==> config.mk <==
export PLATFORM = sky130hd
export DESIGN_NAME = timer_scheduler_flat
export DESIGN_NICKNAME = d
export VERILOG_FILES = /design/src/rtl/timer_scheduler_if.sv /design/src/rtl/timer_scheduler.sv /design/src/flat_wrapper.sv
export SDC_FILE = /design/constraint.sdc
export NUM_CORES = 1
export LEC_CHECK = 0
export ABC_AREA = 1
export BUFFER_PORTS_ARGS = -buffer_cell sky130_fd_sc_hd__buf_2
export CORE_AREA = 3 3 208 231
export CTS_BUF_LIST = sky130_fd_sc_hd__clkbuf_8 sky130_fd_sc_hd__clkbuf_16
export DETAILED_ROUTE_END_ITERATION = 10
export DIE_AREA = 0 0 211 234
export GPL_TIMING_DRIVEN = 0
export SLEW_MARGIN = 20
export SYNTH_ARGS = -nofsm -noshare
export SYNTH_HDL_FRONTEND = slang
export SYNTH_SLANG_ARGS = --single-unit
==> constraint.sdc <==
create_clock -name clk -period 5.9 [get_ports clk]
set_input_delay 1.18 -clock clk [delete_from_list [all_inputs] [get_ports clk]]
set_output_delay 1.18 -clock clk [all_outputs]
set_load 0.005 [all_outputs]
==> src/rtl/timer_scheduler_if.sv <==
// -----------------------------------------------------------------------------
// timer_scheduler_if
// CPU peripheral bus bundle for the timer scheduler.
//   nwr       - active-low write strobe, one clk per access
//   nrd       - active-low read strobe, one clk per access
//   address   - register select
//   data_in   - write data
//   data_out  - registered read data
//   interrupt - combined channel interrupt
// master: bus driver (CPU side). slave: the timer scheduler.
// -----------------------------------------------------------------------------
interface timer_scheduler_if #(
  parameter int BITS = 32
) ();
  logic            nwr;
  logic            nrd;
  logic [2:0]      address;
  logic [BITS-1:0] data_in;
  logic [BITS-1:0] data_out;
  logic            interrupt;

  modport master (
    output nwr, nrd, address, data_in,
    input  data_out, interrupt
  );

  modport slave (
    input  nwr, nrd, address, data_in,
    output data_out, interrupt
  );
endinterface

==> src/rtl/timer_scheduler.sv <==
// -----------------------------------------------------------------------------
// timer_scheduler
// Multi-channel microsecond timer. One prescaler produces a tick every
// MHZ_TIMER_VALUE+1 clocks; a scan FSM then visits each channel once so that a
// single decrementer serves every count register.
// Ports:
//   clk    - system clock
//   nreset - synchronous, active-low reset
//   bus    - timer_scheduler_if.slave (nwr, nrd, address, data_in,
//            data_out, interrupt)
// Register map: 0..CHANNELS-1 count/reload, 4 CTRL {periodic, ie}, 5 PEND.
// -----------------------------------------------------------------------------
module timer_scheduler #(
  parameter int CHANNELS        = 4,
  parameter int BITS            = 32,
  parameter int MHZ_TIMER_BITS  = 5,
  parameter int MHZ_TIMER_VALUE = 26
) (
  input  logic             clk,
  input  logic             nreset,
  timer_scheduler_if.slave bus
);

  localparam logic [0:0] ST_IDLE   = 1'b0;
  localparam logic [0:0] ST_SCAN   = 1'b1;
  localparam logic [1:0] LAST_IDX  = 2'(CHANNELS - 1);
  localparam logic [3:0] CH_MASK   = 4'((1 << CHANNELS) - 1);
  localparam logic [2:0] ADDR_CTRL = 3'd4;
  localparam logic [2:0] ADDR_PEND = 3'd5;

  logic [MHZ_TIMER_BITS-1:0] prescaler_q, prescaler_d;
  logic [0:0]                state_q, state_d;
  logic [1:0]                idx_q, idx_d;
  logic [BITS-1:0]           count_q [4];
  logic [BITS-1:0]           count_d [4];
  logic [BITS-1:0]           reload_q [4];
  logic [BITS-1:0]           reload_d [4];
  logic [3:0]                armed_q, armed_d;
  logic [3:0]                pending_q, pending_d;
  logic [3:0]                ie_q, ie_d;
  logic [3:0]                periodic_q, periodic_d;
  logic [BITS-1:0]           data_out_q, data_out_d;
  logic                      interrupt_q;

  logic tick;
  logic wr_en;
  logic rd_en;
  logic addr_is_ch;

  assign tick       = (prescaler_q == MHZ_TIMER_BITS'(MHZ_TIMER_VALUE));
  assign wr_en      = ~bus.nwr;
  assign rd_en      = ~bus.nrd;
  assign addr_is_ch = (bus.address < 3'(CHANNELS));

  assign prescaler_d = tick ? '0 : prescaler_q + MHZ_TIMER_BITS'(1);

  // Scan FSM: one channel per cycle after each tick. MHZ_TIMER_VALUE >= CHANNELS
  // guarantees the scan always finishes before the next tick arrives.
  always_comb begin
    state_d = state_q;
    idx_d   = idx_q;
    case (state_q)
      ST_IDLE: begin
        if (tick) begin
          state_d = ST_SCAN;
          idx_d   = '0;
        end
      end
      ST_SCAN: begin
        if (idx_q == LAST_IDX) begin
          state_d = ST_IDLE;
          idx_d   = '0;
        end else begin
          idx_d = idx_q + 2'd1;
        end
      end
      default: begin
        state_d = ST_IDLE;
        idx_d   = '0;
      end
    endcase
  end

  // Channel/register update. Order matters: PEND clear is applied before the
  // scan so a set in the same cycle wins; a CH write is applied last so it
  // overrides the scan update of the same channel.
  always_comb begin
    count_d    = count_q;
    reload_d   = reload_q;
    armed_d    = armed_q;
    pending_d  = pending_q;
    ie_d       = ie_q;
    periodic_d = periodic_q;

    if (wr_en && bus.address == ADDR_PEND)
      pending_d = pending_q & ~bus.data_in[3:0];

    if (wr_en && bus.address == ADDR_CTRL) begin
      ie_d       = bus.data_in[3:0] & CH_MASK;
      periodic_d = bus.data_in[7:4] & CH_MASK;
    end

    if (state_q == ST_SCAN && armed_q[idx_q]) begin
      if (count_q[idx_q] > BITS'(1)) begin
        count_d[idx_q] = count_q[idx_q] - BITS'(1);
      end else if (count_q[idx_q] == BITS'(1)) begin
        pending_d[idx_q] = 1'b1;
        if (periodic_q[idx_q]) begin
          count_d[idx_q] = reload_q[idx_q];
        end else begin
          count_d[idx_q] = '0;
          armed_d[idx_q] = 1'b0;
        end
      end
    end

    if (wr_en && addr_is_ch) begin
      count_d[bus.address[1:0]]   = bus.data_in;
      reload_d[bus.address[1:0]]  = bus.data_in;
      armed_d[bus.address[1:0]]   = |bus.data_in;
      pending_d[bus.address[1:0]] = 1'b0;
    end
  end

  // Read mux samples pre-update state; data_out holds between reads.
  always_comb begin
    data_out_d = data_out_q;
    if (rd_en) begin
      if (addr_is_ch)
        data_out_d = count_q[bus.address[1:0]];
      else if (bus.address == ADDR_CTRL)
        data_out_d = BITS'({periodic_q, ie_q});
      else if (bus.address == ADDR_PEND)
        data_out_d = BITS'(pending_q);
      else
        data_out_d = '0;
    end
  end

  always_ff @(posedge clk) begin
    if (!nreset) begin
      prescaler_q <= '0;
      state_q     <= ST_IDLE;
      idx_q       <= '0;
      for (int i = 0; i < 4; i++) begin
        count_q[i]  <= '0;
        reload_q[i] <= '0;
      end
      armed_q     <= '0;
      pending_q   <= '0;
      ie_q        <= '0;
      periodic_q  <= '0;
      data_out_q  <= '0;
      interrupt_q <= 1'b0;
    end else begin
      prescaler_q <= prescaler_d;
      state_q     <= state_d;
      idx_q       <= idx_d;
      count_q     <= count_d;
      reload_q    <= reload_d;
      armed_q     <= armed_d;
      pending_q   <= pending_d;
      ie_q        <= ie_d;
      periodic_q  <= periodic_d;
      data_out_q  <= data_out_d;
      interrupt_q <= |(pending_q & ie_q);
    end
  end

  assign bus.data_out  = data_out_q;
  assign bus.interrupt = interrupt_q;

endmodule

==> src/flat_wrapper.sv <==
// flat-port wrapper written by rule: the top's interface ports become plain ports
module timer_scheduler_flat 
#(
  parameter int CHANNELS        = 4,
  parameter int BITS            = 32,
  parameter int MHZ_TIMER_BITS  = 5,
  parameter int MHZ_TIMER_VALUE = 26
)
  (clk, nreset, bus_nwr, bus_nrd, bus_address, bus_data_in, bus_data_out, bus_interrupt);
  timer_scheduler_if #(.BITS(BITS)) bus_i ();
  input  logic clk;
  input  logic nreset;
  input wire logic [$bits(bus_i.nwr)-1:0] bus_nwr;
  input wire logic [$bits(bus_i.nrd)-1:0] bus_nrd;
  input wire logic [$bits(bus_i.address)-1:0] bus_address;
  input wire logic [$bits(bus_i.data_in)-1:0] bus_data_in;
  output wire logic [$bits(bus_i.data_out)-1:0] bus_data_out;
  output wire logic [$bits(bus_i.interrupt)-1:0] bus_interrupt;
  assign bus_i.nwr = bus_nwr;
  assign bus_i.nrd = bus_nrd;
  assign bus_i.address = bus_address;
  assign bus_i.data_in = bus_data_in;
  assign bus_data_out = bus_i.data_out;
  assign bus_interrupt = bus_i.interrupt;
  timer_scheduler #(.CHANNELS(CHANNELS), .BITS(BITS), .MHZ_TIMER_BITS(MHZ_TIMER_BITS), .MHZ_TIMER_VALUE(MHZ_TIMER_VALUE)) u_core (.clk(clk), .nreset(nreset), .bus(bus_i));
endmodule
==> impl_metrics.yaml, run 1 <==
yosys:
  synthCells: 3267
  syn_area_per_cell_um2: 6.007
  netlist_top_cells_area: "dfxtp_1 32%, nand2_1 24%, a21oi_1 6.9%, o21ai_0 6.3%, inv_1 4.5%"
  yosys_warnings: 0
  synth_top_area_share_pct: 31.93
  synth_flop_cell: "dfxtp_1"
  ys_ff_latch: 313
  netlist.top_cell.by_area: "dfxtp_1"
  syn-num-nets: 3314
  synthArstFlopShare_pct: 0
  synth.distinct_cells: 46
  synth.yosys.seq_area_share_pct: 31.93
  synth_edf_count: 0
  netlist_area_um2: 19630
cells_and_area:
  multiInputGateArea_um2: 11370
  fin_cells: 4001
  nets: 3425
  seq_area_um2: 6266
  drive_gt1_share_pct: 8.950
  fill_cells: 4947
  syn_to_final_growth_pct: 12.52
  utilization_pct: 48.37
critical_path:
  end_kind: "register"
  crit_arrival_ns: 6.07
  criticalPathCategory: "register to register"
  r2r-end: "u_core.armed_q[1]"
  crit_start: "u_core.idx_q[1]"
  cp_num_buf_inv: 7
  cp_slowest_cell: "clkbuf_1"
  path_depth: 11
  rr_worst_depth: 11
  slowest_delay_ns: 0.89
  r2r_start: "u_core.idx_q[1]"
  rrSetupSlack_ns: 0.26
  critPathLaunchType: "register"
  endpoint: "u_core.armed_q[1]"
  path_max_fanout: 11
  cp.required_ns: 6.33
  path_cells: "inv_2 -> buf_2 -> buf_2 -> buf_2 -> clkbuf_1 -> ha_1 -> clkbuf_1 -> clkbuf_1 -> nand3_1 -> o211ai_1 -> a21oi_1"
  cp_top_family: "buffers and inverters"
min_path:
  hold_start: "u_core.reload_q[102]"
  hp-class: "register to register"
power:
  power_mw: 5.688
  pwr-share-comb_pct: 17.3
  power_density_nw_per_um2: 257.6
  switching_share_pct: 32.84
  intPower_mw: 3.820
  netSwitchingPower_mw: 1.868
  power.leakage_nw: 9.553
  vdd_drop_max_mv: 0.2899
  pwr-share-clk_pct: 44.2
  pwr-share-seq_pct: 38.5
timing:
  fin_skew_ns: 0.02222
  hold_viol: 0
  finalSetupViolations: 0
  fmax_mhz: 177.4
  grt_setup_unrepaired: "false"
  period_minus_slack_ns: 5.637
  worstMarginPinSlew_ns: 1.370
  fin_tns_setup_ns: 0
  maxSlewHeadroom_pct: 8.684
  post-route-period-util_pct: 95.54
  whs_ns: 0.4470
  finalMaxSlewViolations: 0
global_routing:
  grt_pass1_wl_um: 162100
  grt_max_degree: 15
  grt-ovfl-total: 0
  antenna_found_initial: 4
  grt_pass1_vias: 22652
  grtUsageTotal_pct: 46.19
cts:
  cts_buffers: 39
  clk_latency_ns: 0.58
  clk_pin_slew_ns: 0.06
  holdBufCountCts: 0
  cts_sinks: 313
  post-cts-setup-buffers: 0
  root_buffer: "clkbuf_16"
  htreeDepth: 2
  ctsResizeCount: 0
  clock_path_buffers: 3
  cts_tree: "built"
floorplanning:
  core_area_um2: 45660
  num_rows: 82
  die_h_um: 234
  floorplan.die_area_um2: 49370
  io_pins: 72
  start_util_pct: 42.99
  die_w_um: 211
detailed_routing:
  wl_um: 117600
  viasPerCell: 6.168
  detail_route.iter0.violations: 3661
  dr_total_vias: 24680
  routedWlPerCell_um: 29.40
  route.met3.wl_um: 15130
  first_pass_iters: 8
  drt-met1-wl_um: 41380
  routed.top_layer: "met5"
  post-route-drc-count: 0
  ant_nets: 0
  wl_met2_um: 48040
placed_design:
  hpwl_um: 86610
  gp_congestion: 1.099
  port_buffers: 69
  dp_cells: 3924
job:
  drv_cap: 0
outcome:
  status: "completed"
-- layout make-up --
| cell class | count | area share [%] |
|---|---|---|
| clock inverters | 22 | 0.8159 |
| multi-input cells | 2477 | 51.51 |
| plain buffers | 207 | 4.538 |
| well taps | 588 | 3.331 |
| inverters | 270 | 4.601 |
| repair buffers | 70 | 1.632 |
| flip-flops and latches | 313 | 28.37 |
| diodes | 5 | 0.05666 |
| clock buffers | 49 | 5.144 |
-- registers in the layout, summed over array words and instances, names as in the netlist --
register,cells
u_core.armed_q,4
u_core.pending_q,4
u_core.idx_q,2
u_core.ie_q,4
u_core.bus.interrupt,1
u_core.count_q,128
u_core.bus.data_out,32
u_core.state_q,1
u_core.prescaler_q,5
u_core.periodic_q,4
u_core.reload_q,128
-- through the flow --
stage               cell area (µm²)  setup slack, ns
global placement              20710           0.7271
finish                        22080           0.2629
global route                  22070           0.5094
floorplan                     19630            3.238
detailed placement            20730           0.7206
CTS                           22050           0.6974
-- power groups by stage --
| stage | combinational (mW) | sequential (mW) | clock (mW) |
|---|---|---|---|
| 5_1_grt | 1.00 | 2.19 | 2.59 |
| 3_5_place_dp | 0.923 | 2.24 | 0 |
| 6_report | 0.983 | 2.19 | 2.51 |
| 3_3_place_gp | 0.917 | 2.24 | 0 |
| 2_1_floorplan | 0.523 | 2.23 | 0 |
| 4_1_cts | 0.928 | 2.19 | 2.52 |
-- cells in the mapped netlist, drive strengths merged, types with 9 or more instances --
cell,count
clkbuf,126
a21oi,272
a32oi,11
a22oi,14
o221ai,14
nand2,1285
nand3b,14
o21ai,339
o22ai,40
inv,267
xor2,12
o21bai,10
dfxtp,313
nor2,222
nand3,131
o211ai,53
buf,81
xnor2,9
-- cell usage in the layout, fill, tap and decap left out, types with 15 or more instances in the layout --
cell type  count
a21oi_1      271
buf_2        108
buf_6         15
clkbuf_1     112
clkbuf_16     41
clkbuf_2      15
dfxtp_1      313
inv_1        241
inv_2         32
nand2_1     1274
nand3_1      129
nor2_1       210
o211ai_1      32
o211ai_2      21
o21ai_0      246
o21ai_1       87
o22ai_1       40
-- worst min-delay path, stage by stage, from the launching register on --
cell,delay (ns)
dfxtp_1,0.31
nand2_1,0.06
nand2_1,0.04
-- kinds of logic after synthesis --
logic type / after synthesis / synth area share, %
AO/OA/AOI/OAI: 777 / 22.61
flip-flops: 313 / 31.93
AND/OR/NAND/NOR: 1671 / 33.83
XOR/XNOR: 21 / 0.9372
buffers and inverters: 477 / 10.18
adder cells (fa/ha/maj): 8 / 0.5100
-- how the worst min path moves through the flow --
| stage | endpoint | slack (ns) | cells after the start |
|---|---|---|---|
| 5_1_grt | u_core.reload_q[52] | 0.46 | 2 |
| 4_1_cts | u_core.reload_q[87] | 0.45 | 2 |
| 3_3_place_gp | u_core.reload_q[17] | 0.43 | 2 |
| 6_report | u_core.reload_q[102] | 0.45 | 2 |
| 2_1_floorplan | u_core.reload_q[73] | 0.42 | 2 |
| 3_5_place_dp | u_core.reload_q[82] | 0.43 | 2 |
-- metal layers --
layer | vias up | global-route usage (%)
met5 | - | 0
met4 | 4 | 41.51
met3 | 615 | 14.18
met1 | 11328 | 53.90
met2 | 1907 | 68.11
li1 | 10826 | -
Note: power is estimated with default switching activity, not from simulation.
==> run 2, diff against run 1 <==
--- a/config.mk
+++ b/config.mk
@@ -12,6 +12,7 @@
 export DETAILED_ROUTE_END_ITERATION = 10
 export DIE_AREA = 0 0 211 234
 export GPL_TIMING_DRIVEN = 0
+export MAX_ROUTING_LAYER = met4
 export SLEW_MARGIN = 20
 export SYNTH_ARGS = -nofsm -noshare
 export SYNTH_HDL_FRONTEND = slang
==> impl_metrics.yaml, run 2 (same netlist as run 1, synthesis figures left out) <==
timing:
  finalSetupViolations: 0
  grt_setup_unrepaired: "false"
  fmax_mhz: 180.5
  fin_tns_setup_ns: 0
  worstMarginPinSlew_ns: 1.331
  fin_skew_ns: 0.01921
  post-route-period-util_pct: 93.90
  hold_viol: 0
  maxSlewHeadroom_pct: 11.29
  finalMaxSlewViolations: 0
  period_minus_slack_ns: 5.540
floorplanning:
  core_area_um2: 45660
  die_w_um: 211
  floorplan.die_area_um2: 49370
  io_pins: 72
  num_rows: 82
  start_util_pct: 42.99
  die_h_um: 234
global_routing:
  grt-ovfl-total: 0
  grt_pass1_wl_um: 166200
  grtUsageTotal_pct: 48.91
  antenna_found_initial: 5
  grt_pass1_vias: 22725
  grt_max_degree: 13
placed_design:
  gp_congestion: 1.134
  hpwl_um: 87450
  port_buffers: 69
detailed_routing:
  detail_route.iter0.violations: 3949
  wl_um: 120900
  first_pass_iters: 9
  routedWlPerCell_um: 30.23
  ant_nets: 0
  dr_total_vias: 24961
  viasPerCell: 6.240
  post-route-drc-count: 0
critical_path:
  cp.required_ns: 6.41
  path_max_fanout: 11
  r2r_start: "u_core.idx_q[1]"
  crit_arrival_ns: 6.06
  critPathLaunchType: "register"
  crit_start: "u_core.idx_q[1]"
  end_kind: "register"
  criticalPathCategory: "register to register"
cts:
  cts_tree: "built"
  holdBufCountCts: 0
  clock_path_buffers: 3
  cts_sinks: 313
  htreeDepth: 2
  cts_buffers: 39
  root_buffer: "clkbuf_16"
  post-cts-setup-buffers: 0
  ctsResizeCount: 0
  clk_pin_slew_ns: 0.07
  clk_latency_ns: 0.58
cells_and_area:
  fill_cells: 4876
  multiInputGateArea_um2: 11370
  seq_area_um2: 6266
  layout_commonest_cell: "nand2_1"
  syn_to_final_growth_pct: 12.28
  utilization_pct: 48.27
  layout_common_cells: "1274 x nand2_1, 313 x dfxtp_1, 271 x a21oi_1, 244 x o21ai_0, 241 x inv_1"
  nets: 3425
  drive_gt1_share_pct: 8.923
power:
  power.leakage_nw: 9.547
  vdd_drop_max_mv: 0.2429
  power_density_nw_per_um2: 257.1
min_path:
  hp-class: "register to register"
  hold_start: "u_core.reload_q[123]"
job:
  drv_cap: 0
outcome:
  status: "completed"
run 2: changes by cell type in the layout (fill, tap and decap cells not counted), moves of 2 or more:
cell / before / now
buf_1: 14 / 12
buf_2: 108 / 110
clkbuf_1: 112 / 114
clkbuf_2: 15 / 13
clkbuf_8: 8 / 5
clkinv_2: 5 / 10
clkinvlp_4: 3 / 1
o21ai_0: 246 / 244
o21ai_1: 87 / 89
run 2: area by class of cell:
cell class | count | share of cell area, %
Multi-Input combinational cell | 2477 | 51.62
Sequential cell | 313 | 28.43
Clock buffer | 46 | 4.968
Inverter | 270 | 4.610
Buffer | 207 | 4.548
Tap cell | 588 | 3.338
Timing Repair Buffer | 70 | 1.618
Clock inverter | 24 | 0.8119
Antenna cell | 5 | 0.05678
run 2: per-stage QoR:
stage	total power, mW	cells	hold slack [ns]	setup slack [ns]	cell area [µm²]
2_1_floorplan	2.750	3267	0.4187	3.238	19630
3_3_place_gp	3.175	3924	0.4299	0.7751	20710
3_5_place_dp	3.180	3924	0.4322	0.7450	20730
4_1_cts	5.598	3994	0.4473	0.7293	22010
5_1_grt	5.760	4000	0.4596	0.5062	22040
6_report	5.665	4000	0.4454	0.3598	22040
run 2: metal layers:
layer  global-route usage, %  part of all wire (%)
met1                   56.71                    36
met2                   68.76                    40
met3                   16.31                    14
met4                   39.36                    10
met5                       -                     0
run 2: path summary, 6_finish.rpt:
check | end | slack (ns) | cells past startpoint
min reg2reg | u_core.reload_q[123] | 0.45 | 2
max reg2reg | u_core.count_q[104] | 0.36 | 16
min | u_core.reload_q[123] | 0.45 | 2
max | u_core.count_q[104] | 0.36 | 16
run 2: critical path, stage by stage, from the launching register on:
cell and delay, ns:
dfxtp_1 0.39, inv_2 0.13, buf_2 0.48, buf_2 0.46, buf_2 0.53, clkbuf_1 0.64
ha_1 0.60, inv_2 0.23, nor2_2 0.44, inv_2 0.06, clkbuf_1 0.46, buf_2 0.43
nor2_1 0.15, nor2_1 0.06, o21ai_1 0.21, o211ai_2 0.10, nand2_1 0.07
run 2: report_power, final:
group / leakage [nW] / switching, mW / internal (mW) / total (mW)
sequential: 2.53 / 0.0330 / 2.16 / 2.19
combinational: 6.35 / 0.807 / 0.207 / 1.01
clock: 0.663 / 1.05 / 1.41 / 2.46
total: 9.55 / 1.89 / 3.78 / 5.66
